### src/rtl/pit_programmer.sv
// Programs an external interval timer (reset pulse, config/high/low register writes),
// then counts its interrupt edges until stop, a one-shot edge, or a timeout.
module pit_programmer #(
    parameter int unsigned RST_CYCLES     = 2,
    parameter int unsigned WRITE_GAP      = 1,
    parameter logic [19:0] TIMEOUT_CYCLES = 20'hFFFFF
) (
    input  logic        clk,
    input  logic        reset,
    input  logic        start,
    input  logic [15:0] period,
    input  logic        divider_on,
    input  logic        repeating,
    input  logic        stop,
    input  logic        irq_in,
    output logic        pit_rst_n,
    output logic        we_out,
    output logic [1:0]  addr_out,
    output logic [7:0]  data_out,
    output logic        busy,
    output logic        done,
    output logic        timeout,
    output logic [7:0]  irq_count,
    output logic [3:0]  dbg_state
);

    typedef enum logic [3:0] {
        S_IDLE     = 4'd0,
        S_PRST     = 4'd1,
        S_WR_CFG   = 4'd2,
        S_GAP1     = 4'd3,
        S_WR_HI    = 4'd4,
        S_GAP2     = 4'd5,
        S_WR_LO    = 4'd6,
        S_WAIT_IRQ = 4'd7,
        S_DONE     = 4'd8
    } state_e;

    localparam logic [3:0] RST_LAST = 4'(RST_CYCLES - 1);
    localparam logic [3:0] GAP_LAST = 4'(WRITE_GAP - 1);
    localparam bit         GAP_SKIP = (WRITE_GAP == 0);

    state_e      state_q, state_d;
    logic [3:0]  cnt_q, cnt_d;
    logic [19:0] tcnt_q, tcnt_d;
    logic [15:0] period_q, period_d;
    logic        div_q, div_d;
    logic        rep_q, rep_d;
    logic [7:0]  irq_count_q, irq_count_d;
    logic        timeout_q, timeout_d;
    logic        irq_prev_q;

    logic        irq_edge;
    logic [20:0] tcnt_next;

    assign irq_edge  = irq_in & ~irq_prev_q;
    assign tcnt_next = {1'b0, tcnt_q} + 21'd1;

    always_comb begin
        state_d     = state_q;
        cnt_d       = cnt_q;
        tcnt_d      = tcnt_q;
        period_d    = period_q;
        div_d       = div_q;
        rep_d       = rep_q;
        irq_count_d = irq_count_q;
        timeout_d   = timeout_q;

        case (state_q)
            S_IDLE: begin
                if (start) begin
                    period_d    = period;
                    div_d       = divider_on;
                    rep_d       = repeating;
                    irq_count_d = 8'd0;
                    timeout_d   = 1'b0;
                    cnt_d       = 4'd0;
                    state_d     = S_PRST;
                end
            end
            S_PRST: begin
                if (cnt_q == RST_LAST) begin
                    cnt_d   = 4'd0;
                    state_d = S_WR_CFG;
                end else begin
                    cnt_d = cnt_q + 4'd1;
                end
            end
            S_WR_CFG: begin
                cnt_d   = 4'd0;
                state_d = GAP_SKIP ? S_WR_HI : S_GAP1;
            end
            S_GAP1: begin
                if (cnt_q == GAP_LAST) begin
                    cnt_d   = 4'd0;
                    state_d = S_WR_HI;
                end else begin
                    cnt_d = cnt_q + 4'd1;
                end
            end
            S_WR_HI: begin
                cnt_d   = 4'd0;
                state_d = GAP_SKIP ? S_WR_LO : S_GAP2;
            end
            S_GAP2: begin
                if (cnt_q == GAP_LAST) begin
                    cnt_d   = 4'd0;
                    state_d = S_WR_LO;
                end else begin
                    cnt_d = cnt_q + 4'd1;
                end
            end
            S_WR_LO: begin
                tcnt_d  = 20'd0;
                state_d = S_WAIT_IRQ;
            end
            S_WAIT_IRQ: begin
                if (irq_edge && irq_count_q != 8'hFF) begin
                    irq_count_d = irq_count_q + 8'd1;
                end
                // stop beats everything; an edge beats a coincident timeout
                if (stop) begin
                    timeout_d = 1'b0;
                    state_d   = S_DONE;
                end else if (irq_edge) begin
                    tcnt_d = 20'd0;
                    if (!rep_q) begin
                        timeout_d = 1'b0;
                        state_d   = S_DONE;
                    end
                end else if (tcnt_next >= {1'b0, TIMEOUT_CYCLES}) begin
                    timeout_d = 1'b1;
                    state_d   = S_DONE;
                end else begin
                    tcnt_d = tcnt_next[19:0];
                end
            end
            S_DONE: begin
                state_d = S_IDLE;
            end
            default: begin
                state_d = S_IDLE;
            end
        endcase
    end

    always_ff @(posedge clk) begin
        if (reset) begin
            state_q     <= S_IDLE;
            cnt_q       <= 4'd0;
            tcnt_q      <= 20'd0;
            period_q    <= 16'd0;
            div_q       <= 1'b0;
            rep_q       <= 1'b0;
            irq_count_q <= 8'd0;
            timeout_q   <= 1'b0;
        end else begin
            state_q     <= state_d;
            cnt_q       <= cnt_d;
            tcnt_q      <= tcnt_d;
            period_q    <= period_d;
            div_q       <= div_d;
            rep_q       <= rep_d;
            irq_count_q <= irq_count_d;
            timeout_q   <= timeout_d;
        end
    end

    // Edge history tracks the line in every state so a level held across entry is not an edge.
    always_ff @(posedge clk) begin
        irq_prev_q <= irq_in;
    end

    always_comb begin
        we_out   = 1'b0;
        addr_out = 2'b00;
        data_out = 8'h00;
        case (state_q)
            S_WR_CFG: begin
                we_out   = 1'b1;
                addr_out = 2'b00;
                data_out = {div_q, rep_q, 6'b0};
            end
            S_WR_HI: begin
                we_out   = 1'b1;
                addr_out = 2'b01;
                data_out = period_q[15:8];
            end
            S_WR_LO: begin
                we_out   = 1'b1;
                addr_out = 2'b10;
                data_out = period_q[7:0];
            end
            default: begin
                we_out   = 1'b0;
            end
        endcase
    end

    assign pit_rst_n = (state_q != S_PRST);
    assign busy      = (state_q != S_IDLE);
    assign done      = (state_q == S_DONE);
    assign timeout   = timeout_q;
    assign irq_count = irq_count_q;
    assign dbg_state = state_q;

endmodule

### config.mk
export PLATFORM = sky130hd
export DESIGN_NAME = pit_programmer
export DESIGN_NICKNAME = d
export VERILOG_FILES = /design/src/rtl/pit_programmer.sv
export SDC_FILE = /design/constraint.sdc
export NUM_CORES = 1
export LEC_CHECK = 0
export BUFFER_PORTS_ARGS = -buffer_cell sky130_fd_sc_hd__buf_4
export CORE_ASPECT_RATIO = 0.8
export CORE_MARGIN = 3
export CORE_UTILIZATION = 50
export CTS_BUF_LIST = sky130_fd_sc_hd__clkbuf_4
export CTS_CLUSTER_DIAMETER = 60
export DETAILED_ROUTE_END_ITERATION = 6
export PLACE_DENSITY = 0.71
export SETUP_SLACK_MARGIN = 0.4
export SYNTH_ARGS = -nofsm -noshare
export SYNTH_HDL_FRONTEND = slang
export SYNTH_SLANG_ARGS = --single-unit
### constraint.sdc
create_clock -name clk -period 4.3 [get_ports clk]
set_input_delay 0.86 -clock clk [delete_from_list [all_inputs] [get_ports clk]]
set_output_delay 0.86 -clock clk [all_outputs]
set_load 0.005 [all_outputs]
==> After elaboration in Yosys (flattened, before gate mapping) <==
Index checks and enable logic that the tools add are counted.
W data, S select, Z words.
{ "classes": {"div": 0, "bitwise_logic": 2, "n_addsub": 3, "reduce_logical": 16, "n_lt_le_gt_ge": 1, "shifts": 0, "n_eq_ne": 20, "multipliers": 0, "mux": 29} }
{ "ops": {"columns": ["cell", "count"], "rows": [
  ["$mux W20", 3],
  ["$mux W4", 11],
  ["$pmux W20 S2", 1],
  ["$pmux W4 S8", 1],
  ["$pmux W8 S3", 1],
  ["$add A20 B1 Y21 const B", 1],
  ["$ge A21 B20 Y1 const B", 1],
  ["$eq A4 B3 Y1 const B", 4],
  ["$mux W8", 2],
  ["$pmux W4 S4", 1],
  ["$pmux W8 S2", 1],
  ["$ne A2 B2 Y1 const B", 6],
  ["$add A8 B1 Y8 const B", 1],
  ["$eq A4 B1 Y1 const B", 2],
  ["$eq A4 B2 Y1 const B", 2],
  ["$logic_not A4 Y1", 2],
  ["$ne A4 B4 Y1 const B", 2],
  ["$ne A8 B8 Y1 const B", 1],
  ["$reduce_bool A4 Y1", 2],
  ["$mux W1", 6],
  ["$reduce_and A3 Y1", 2],
  ["$reduce_and A6 Y1", 1],
  ["$add A4 B1 Y4 const B", 1],
  ["$eq A4 B4 Y1 const B", 1],
  ["12 further kinds", 15]
]} }
{ "word_totals": {"out_inout_bits": 27, "mem_count": 0, "register_bits": 56, "mem_bits_rw": 0, "word_cells": 80, "latchBits": 0, "romBits": 0} }

==> Depth between registers and ports, before layout <==
{ "depth": {"ltp_word": 6, "mapped_depth": 12, "ltp_nobuf": 10} }

==> Least setup slack after synthesis <==
No wires, ideal clock.
{ "synth_timing": {"path_type": "register to register", "from": "register tcnt_q[0]", "to": "register state_q[1] (netlist: dbg_state[1])", "path_buffers": 2, "arrival_time_ns": 2.330, "setup_time_ns": 0.131, "stages_incl_launch_ff": 13, "slack_ns": 1.839, "cell_sequence": "dfxtp_1 > inv_1 > ha_1 > nor2_1 > o21ai_0 > nor4_1 > nor4b_1 > nand4_4 > and2_4 > buf_6 > buf_8 > o31ai_4 > a21oi_2"} }
{ "synth_between": {"elab_chain_len": 4} }
{ "synth_lines": {"columns": ["element", "line_no", "text"], "rows": [
  ["start: declaration", "45", "logic [19:0] tcnt_q, tcnt_d;"],
  ["start signal: assignment", "160", "tcnt_q <= tcnt_d;"],
  ["$add A20 B1 Y21", "57", "assign tcnt_next = {1'b0, tcnt_q} + 21'd1;"],
  ["$ge A21 B20 Y1", "131", "end else if (tcnt_next >= {1'b0, TIMEOUT_CYCLES}) begin"],
  ["$ne A4 B4 Y1 (no line)", null, null],
  ["$reduce_and A6 Y1 (no line)", null, null],
  ["end signal: assignment", "158", "state_q <= state_d;"],
  ["end: declaration", "43", "state_e state_q, state_d;"]
]} }
Every way passes these cells.
A chain may end at the register's enable or synchronous reset.

==> Worst setup path after layout <==
{ "layout_timing": {"from": "register state_q[2] (netlist: dbg_state[2])", "to": "output data_out[4]"} }
{ "layout_between": {"elab_chain_len": 2, "word_cells_on_any_way": 4} }
{ "layout_lines": {"columns": ["element", "line_no", "text"], "rows": [
  ["$eq A4 B3 Y1 or $eq A4 B2 Y1 (tied branches)", "178", "case (state_q)"],
  ["$pmux W8 S3 *", "178", null],
  ["end: declaration", "19", "output logic [7:0] data_out,"]
]} }
Mark *: on every way between the ends. The rest lies on a longest branch, timed or not.

==> out/summary.txt <==
WP depth -> 4
Synth Warn # -> 0
Setup Viol. Count Final -> 0
crit path capture -> data_out[4]
DRC errors left -> 0
Port Buf Inserts -> 49
GR Util met2 -> 0.323
Max Root-Sink Buffers -> 2
Pwr Total -> 1.09 mW
row cnt -> 24
Die Ht -> 76.1 um
status -> finished, final reports clean
non-filler cells, final -> 492
DRT antenna net count -> 0
first-pass GRT wire length -> 12,400 um
r2r setup slk -> 1300 ps
post-CTS sizing -> 0
CTS clock-pin slew for the worst setup and hold paths -> 150 ps
Crit path max-delay family -> simple AND/OR/NAND/NOR gates
multi-input logic area -> 0.00177 mm^2
router iterations before antenna repair -> 4
count leader, synth -> nand2_1
vias in the first global route -> 2,587
Slowest-stage cell, CP -> nor3_1
Area Overhead vs Synth -> 13.2%
Synth top area share -> 0.365
critical-path cell list -> nand2b_1, nor3_1, a22o_1, buf_4
# placed instances -> 484
critical path launch point -> dbg_state[2]
clock sinks -> 56
Core Region -> 0.00568 mm^2
Mapped Nets -> 413
Slew headroom -> 0.284
Final Hold Fails -> 0
Crit path buffers/inverters -> 1
CTS tree -> yes
WL/cell -> 15.0 um
dpl hpwl -> 5170 um
area leader, netlist -> dfxtp_1
initial antenna violation count -> 0
synthesized netlist cell count -> 384
GRT Util Overall -> 0.208
# fillers -> 542
Peak VDD IR -> 0.120 mV
DRT iter0 DRCs -> 153
nature of the critical path startpoint -> flip-flop
Num CTS Buffers -> 5
R2R cell count -> 9
worst skew pair latency -> 370 ps
crit path DAT -> 2290 ps
Max-Cap Viols -> 0
Ports -> 50
Via Count -> 2,844
gpl congestion -> 0.906
Vias/cell -> 5.78
Power Density -> 314 mW/mm^2
unrepaired setup endpoints after global routing -> false
Tightest Hold Check Type -> reg2reg
Hold Startpoint -> period_q[8]
Setup crit end kind -> output pin
Slew @ Worst Pin -> 1070 ps
leakage power -> 1.30 nW
Final Max Slew Viols -> 0
crit-path max cell delay -> 840 ps
top cells by count, synth -> nand2_1, dfxtp_1, a21oi_1
met1 Track Usage GR -> 0.304
Root Driver -> clkbuf_4
Finished Cell Area -> 0.00347 mm^2
reg2reg start -> tcnt_q[0]
Final #Nets -> 442
met3 Use GR -> 0.0365
library cells used by synthesis -> 59
CP Class -> reg2out
CP max FO -> 11
Netlist Area Pre-Place -> 0.00307 mm^2
DIE AREA -> 0.00712 mm^2
Setup Skew -> 10.4 ps
Post-synth EDFFs -> 0
Period minus WS final -> 3150 ps
largest net degree at the start of global routing -> 56
ant diodes -> 0
register area -> 0.00112 mm^2
reg2reg end -> tcnt_q[17]
ranking of synthesized cells by area -> dfxtp_1, nand2_1, a21oi_1, nor2_1, nand3_1
setup TNS -> 0 ps
period utilisation layout -> 0.734
FMAX -> 317 MHz
Synth Register Bits -> 56
dpl cell area -> 0.00339 mm^2
Mapped Avg Cell Area -> 7.99 um^2
Setup Fix Bufs, Post-CTS -> 0
WL final -> 7380 um
htree depth -> 2
hold_buf cts -> 0
share of synthesized registers carrying an async set or reset -> 0
ys flop type -> dfxtp_1
grt peak-use layer -> met2
initial core utilization -> 0.541
share of cells above drive strength 1 -> 0.179
GR Overflow Total -> 0
die width -> 93.6 um
CP Data Required Time -> 3440 ps
sequential area share after synthesis -> 0.365
## routing by layer
layer | part of all wire | wire length (um)
met1 | 0.49 | 3590
met2 | 0.45 | 3350
met3 | 0.052 | 382
met4 | 0.0079 | 58
met5 | 0 | 0
## placed cells by master, fill, tap and decap left out, types with 7 or more instances in the layout
cell type   n
nand2_1    66
dfxtp_1    56
buf_4      50
a21oi_1    41
nor2_1     30
nand3_1    17
nor3_1     13
o21ai_0    11
inv_1       7
xor2_1      7
a311oi_1    7
## how the worst min path moves through the flow
stage	endpoint	slack [ps]	cells past startpoint
final	period_q[8]	460	2
after CTS	period_q[8]	470	2
after detailed placement	period_q[8]	450	2
after global routing	period_q[4]	490	2
after global placement	period_q[8]	440	2
after floorplan	period_q[6]	440	2
## registers in the layout, indices dropped and copies added, names as in the netlist
name,count
rep_q,1
div_q,1
irq_count,8
period_q,16
irq_prev_q,1
timeout,1
cnt_q,4
dbg_state,4
tcnt_q,20
## worst reg2reg max path: cells and delay by family, from the launching register on
family,cells,cell delay (ps)
DFF,1,460
and+or+nand+nor,4,920
adders and majority gates,1,440
muxes,1,250
xor gates and xnor gates,1,190
AOI/OAI and AO/OA,2,630
## cells by family (layout without fill, tap and decap cells)
kind of cell / count (synthesis) / after routing / share of synthesized area
compound gates: 92 / 92 / 0.203
xor+xnor: 12 / 12 / 0.0367
fa+ha+maj: 6 / 6 / 0.0245
buf+inv: 35 / 65 / 0.0571
flops: 56 / 56 / 0.365
mux: 4 / 4 / 0.0131
simple gates: 179 / 179 / 0.300
## report_power, final
group          total, mW  leakage, nW  internal (mW)  switching, mW
Combinational      0.217        0.802         0.0894          0.128
Sequential         0.580        0.455          0.549         0.0317
Clock              0.292       0.0456          0.129          0.163
## per-stage QoR
step           setup WS [ps]  hold WS [ps]  utilization
2_1_floorplan           1840           436            -
3_3_place_gp            1510           442        0.598
3_5_place_dp            1360           446        0.598
4_1_cts                 1120           466        0.612
5_1_grt                  914           492        0.612
6_report                1150           464        0.612
## area by class of cell
cell class	count	share of cell area
inverter	7	0.00757
clock inverter	2	0.0101
timing repair buffer	50	0.108
clock buffer	6	0.0130
multi-input combinational	293	0.510
tap	78	0.0281
sequential	56	0.323
Note: power is estimated with default switching activity, not from simulation.
